==> config.mk <==
export PLATFORM = sky130hd
export DESIGN_NAME = ones_cnt_dispatcher
export DESIGN_NICKNAME = d
export VERILOG_FILES = /design/src/rtl/ones_cnt_dispatcher.sv
export SDC_FILE = /design/constraint.sdc
export NUM_CORES = 1
export LEC_CHECK = 0
export BUFFER_PORTS_ARGS = -buffer_cell sky130_fd_sc_hd__buf_4
export CAP_MARGIN = 20
export CORE_MARGIN = 1.5
export CORE_UTILIZATION = 55
export DETAILED_ROUTE_END_ITERATION = 8
export PLACE_DENSITY = 0.88
export SYNTH_ARGS = -nofsm -noshare
export SYNTH_HDL_FRONTEND = slang
export SYNTH_SLANG_ARGS = --single-unit
==> constraint.sdc <==
create_clock -name clk -period 3.5 [get_ports clk]
set_input_delay 0.175 -clock clk [delete_from_list [all_inputs] [get_ports clk]]
set_output_delay 0.175 -clock clk [all_outputs]
set_load 0.005 [all_outputs]
==> src/rtl/ones_cnt_dispatcher.sv <==
// Buffers upstream words and issues them one at a time to the ones counter via start/data_out; a word leaves on start&&rdy.
// Head word is presented the cycle after it lands in an empty FIFO; in_ready drops only on full, flush or reset.
module ones_cnt_dispatcher #(
    parameter int DATA_W  = 8,
    parameter int DEPTH   = 4,
    parameter int HOLDOFF = 0,
    parameter int CNT_W   = 16
) (
    input  logic                   clk,
    input  logic                   rst,
    input  logic                   in_valid,
    input  logic [DATA_W-1:0]      in_data,
    output logic                   in_ready,
    input  logic                   flush,
    output logic                   start,
    output logic [DATA_W-1:0]      data_out,
    input  logic                   rdy,
    output logic [$clog2(DEPTH):0] level,
    output logic [CNT_W-1:0]       issued_cnt,
    output logic                   busy
);
    localparam int AW = $clog2(DEPTH);
    localparam int LW = AW + 1;

    typedef enum logic [1:0] {
        S_IDLE  = 2'd0,
        S_ISSUE = 2'd1,
        S_GAP   = 2'd2
    } state_t;

    state_t            r_state;
    logic [3:0]        r_gap;
    logic [AW:0]       r_wr_ptr;
    logic [AW:0]       r_rd_ptr;
    logic [DATA_W-1:0] r_mem [DEPTH];
    logic [CNT_W-1:0]  r_issued;

    logic        w_full;
    logic        w_empty;
    logic        w_push;
    logic        w_pop;
    logic        w_more;
    logic [AW:0] w_level;
    logic [AW:0] w_level_nxt;

    // Same index with differing wrap bit means the tail has lapped the head.
    assign w_full  = (r_wr_ptr[AW] != r_rd_ptr[AW]) && (r_wr_ptr[AW-1:0] == r_rd_ptr[AW-1:0]);
    assign w_empty = (r_wr_ptr == r_rd_ptr);
    assign w_level = r_wr_ptr - r_rd_ptr;

    assign in_ready    = !w_full && !flush && !rst;
    assign w_push      = in_valid && in_ready;
    assign start       = (r_state == S_ISSUE) && !flush;
    assign w_pop       = start && rdy;
    assign data_out    = start ? r_mem[r_rd_ptr[AW-1:0]] : '0;
    assign w_level_nxt = w_level + LW'(w_push) - LW'(w_pop);
    assign w_more      = (w_level_nxt != '0);

    assign level      = w_level;
    assign issued_cnt = r_issued;
    assign busy       = (r_state != S_IDLE) || !w_empty;

    always_ff @(posedge clk) begin
        if (w_push) begin
            r_mem[r_wr_ptr[AW-1:0]] <= in_data;
        end
    end

    always_ff @(posedge clk or posedge rst) begin
        if (rst) begin
            r_state  <= S_IDLE;
            r_gap    <= 4'd0;
            r_wr_ptr <= '0;
            r_rd_ptr <= '0;
            r_issued <= '0;
        end else if (flush) begin
            r_state  <= S_IDLE;
            r_gap    <= 4'd0;
            r_wr_ptr <= '0;
            r_rd_ptr <= '0;
        end else begin
            if (w_push) begin
                r_wr_ptr <= r_wr_ptr + LW'(1);
            end
            if (w_pop) begin
                r_rd_ptr <= r_rd_ptr + LW'(1);
                r_issued <= r_issued + CNT_W'(1);
            end
            case (r_state)
                S_IDLE: begin
                    if (w_more) begin
                        r_state <= S_ISSUE;
                    end
                end
                S_ISSUE: begin
                    if (w_pop) begin
                        if (HOLDOFF > 0) begin
                            r_state <= S_GAP;
                            r_gap   <= 4'(HOLDOFF);
                        end else if (!w_more) begin
                            r_state <= S_IDLE;
                        end
                    end
                end
                S_GAP: begin
                    r_gap <= r_gap - 4'd1;
                    if (r_gap <= 4'd1) begin
                        r_state <= w_more ? S_ISSUE : S_IDLE;
                    end
                end
                default: begin
                    r_state <= S_IDLE;
                end
            endcase
        end
    end
endmodule

==> flow_summary.toml <==
[drt]
avgRoutedWirePerCell_um = 16.6
drc = 0
wl_mm = 4.54
avgViaCountPerCell = 5.44
firstDrtPassIters = 4
vias = 1485
drt_iter0_drc = 65
antenna_left = 0

[finish]
instances_no_fill = 273
nets = 245
diodes = 0
area_delta_synth_final_pct = 18.8
drive_gt1_frac = 0.299

[floorplanning]
rows = 24
core_area_um2 = 4410
initial_utilization = 0.576
die_width_um = 71.0
die_y_um = 71.0
io_pins = 43
dieArea_um2 = 5040

[global_routing]
antenna_found_initial = 0
grt_max_degree = 24
grt_pass1_wl_mm = 7.45
grt_pass1_vias = 1510
grt-ovfl-total = 0
grt_usage = 0.197

[synthesis]
yosysUniqueCellTypes = 34
yosysWarnings = 0
synth_ff_type = "edfxtp_1"
yosysTopAreaCell = "edfxtp_1"
syn_avg_cell_area_um2 = 14.6
netlist.area_leader.share = 0.378
netlist_area_um2 = 2540
seq_area_frac_synth = 0.605
synth_edf_count = 32
synth_top_cells_by_area = "edfxtp_1, dfrtp_1, mux4_2, ha_1, xnor2_1"
syn_inst = 174
synth_seq_cells = 55
synthArstFlopShare = 0.418
syn-num-nets = 199

[cts]
clk_path_buf_depth = 2
cts_root_buf = "clkbuf_8"
insertion_delay_ns = 0.30
ctsHoldBuffers = 0
clk_pin_slew_worst_paths_ns = 0.09
cts.sinks = 55
ctsResizeCount = 0
post_cts_buffers = 0
cts_tree = "built"
numCtsBuffers = 5
cts_max_level = 2

[timing]
setup_violations = 0
finalCritPeriodShare = 0.765
worst_slew_pin_slew_ns = 0.861
slew_viol_final = 0
finalClockSkew_ns = 0.00626
fmax_ghz = 0.374
rsz0062_at_grt = "false"
finalHoldViolations = 0
setup_slack_ns = 0.823
post-route-min-period_ns = 2.68
relSlewSlack = 0.425
setup_tns_ns = 0

[run_status]
status = "complete, no violations"

[pwr]
p_per_area_nw_per_um2 = 521
p_leak_nw = 1.30
ir_drop_v = 0.000470

[placement]
port_buffers = 42
place_congestion = 0.757
dpl_worst_slack_ns = 0.849
dp_hpwl_mm = 3.28
dp_cells = 265

[flow_run]
maxCapViolCount = 0

[setup_path]
end_kind = "flop"
worst_ep_arrival_time_ns = 2.91
required_ns = 3.73
path_class = "reg -> reg"
critPathMaxFanout = 7
worst_setup_path_start_kind = "flop"

[hold_path]
hold_class = "in -> async"
## critical path: stages (launching register included)
cell and delay, ns:
dfrtp_1 0.42, inv_1 0.10, ha_1 0.32, nand2_1 0.13, o211a_1 0.26, inv_1 0.07, ha_1 0.26, inv_1 0.05
ha_1 0.12, inv_1 0.05, fa_1 0.37, xor2_1 0.16, xnor2_1 0.13, a21oi_1 0.15
## cell families (layout without fill, tap and decap cells)
| family | Yosys count | count (layout) | synth area share |
|---|---|---|---|
| XOR/XNOR | 23 | 23 | 0.0852 |
| multiplexers | 9 | 9 | 0.0753 |
| buffers and inverters | 17 | 64 | 0.0276 |
| AO/OA/AOI/OAI | 6 | 6 | 0.0172 |
| adder cells (fa/ha/maj) | 12 | 12 | 0.0650 |
| flip-flops | 55 | 55 | 0.605 |
| AND/OR/NAND/NOR | 52 | 52 | 0.125 |
## registers in the layout (all words and copies together), names as in the netlist
| signal | flops |
|---|---|
| r_rd_ptr | 3 |
| r_wr_ptr | 3 |
| r_mem | 32 |
| r_state | 1 |
| issued_cnt | 16 |
## Yosys cell counts (3+ instances only)
master    count
edfxtp_1     32
inv_1        12
nand3_1       7
xnor2_1      14
dfrtp_1      23
nor2_1        9
xor2_1        7
nand4_1       3
mux4_2        8
nand2_1      12
and2_1       11
ha_1         10
## placed cells by master (no fill, tap or decap), drive strengths merged, types with 2 or more instances in the layout
cell / instances
a21oi: 2
and2: 11
buf: 44
clkbuf: 7
dfrtp: 23
edfxtp: 32
fa: 2
ha: 10
inv: 12
mux4: 8
nand2: 12
nand3: 7
nand4: 4
nor2: 9
nor4: 2
xnor2: 15
xor2: 8
## routing by layer
layer	wire length [um]	GRT usage	vias to the layer above
li1	-	-	701
met1	2060	0.263	738
met2	2250	0.324	44
met5	0	0	-
met4	17	0.0524	0
met3	215	0.0541	2
## power breakdown
group	switching (W)	internal (W)
clock network	0.000193	0.000214
logic	0.000169	0.000212
registers	0.0000564	0.000726
## through the flow
step / total power [W] / area [um^2] / util / hold WS [ns]
4_1_cts: 0.00159 / 3020 / 0.684 / 0.0576
3_3_place_gp: 0.00116 / 2910 / 0.660 / 0.379
5_1_grt: 0.00165 / 3020 / 0.684 / 0.0514
2_1_floorplan: 0.00102 / 2540 / - / 0.177
3_5_place_dp: 0.00118 / 2910 / 0.660 / 0.383
6_report: 0.00157 / 3020 / 0.684 / 0.0511
## area by class of cell
cell class                 count  area, um^2
tap                           52        65.1
timing repair buffer          44         330
clock buffer                   7        76.3
clock inverter                 1        30.0
multi-input combinational    102         935
sequential                    55        1540
inverter                      12        45.0
fill                         306        1400
## path summary, 6_finish.rpt
kind | startpoint | end | slack (ns) | cells past startpoint
worst max-delay path | r_wr_ptr[0] | r_state[0] | 0.82 | 13
worst min register to register | issued_cnt[15] | issued_cnt[15] | 0.48 | 1
max in group asynchronous | rst | issued_cnt[13] | 2.91 | 2
worst min-delay path | rst | r_wr_ptr[1] | 0.05 | 2
worst max register to register | r_wr_ptr[0] | r_state[0] | 0.82 | 13
min in group clk | in_data[0] | r_mem[0][0] | 0.07 | 1
Note: power is estimated with default switching activity, not from simulation.
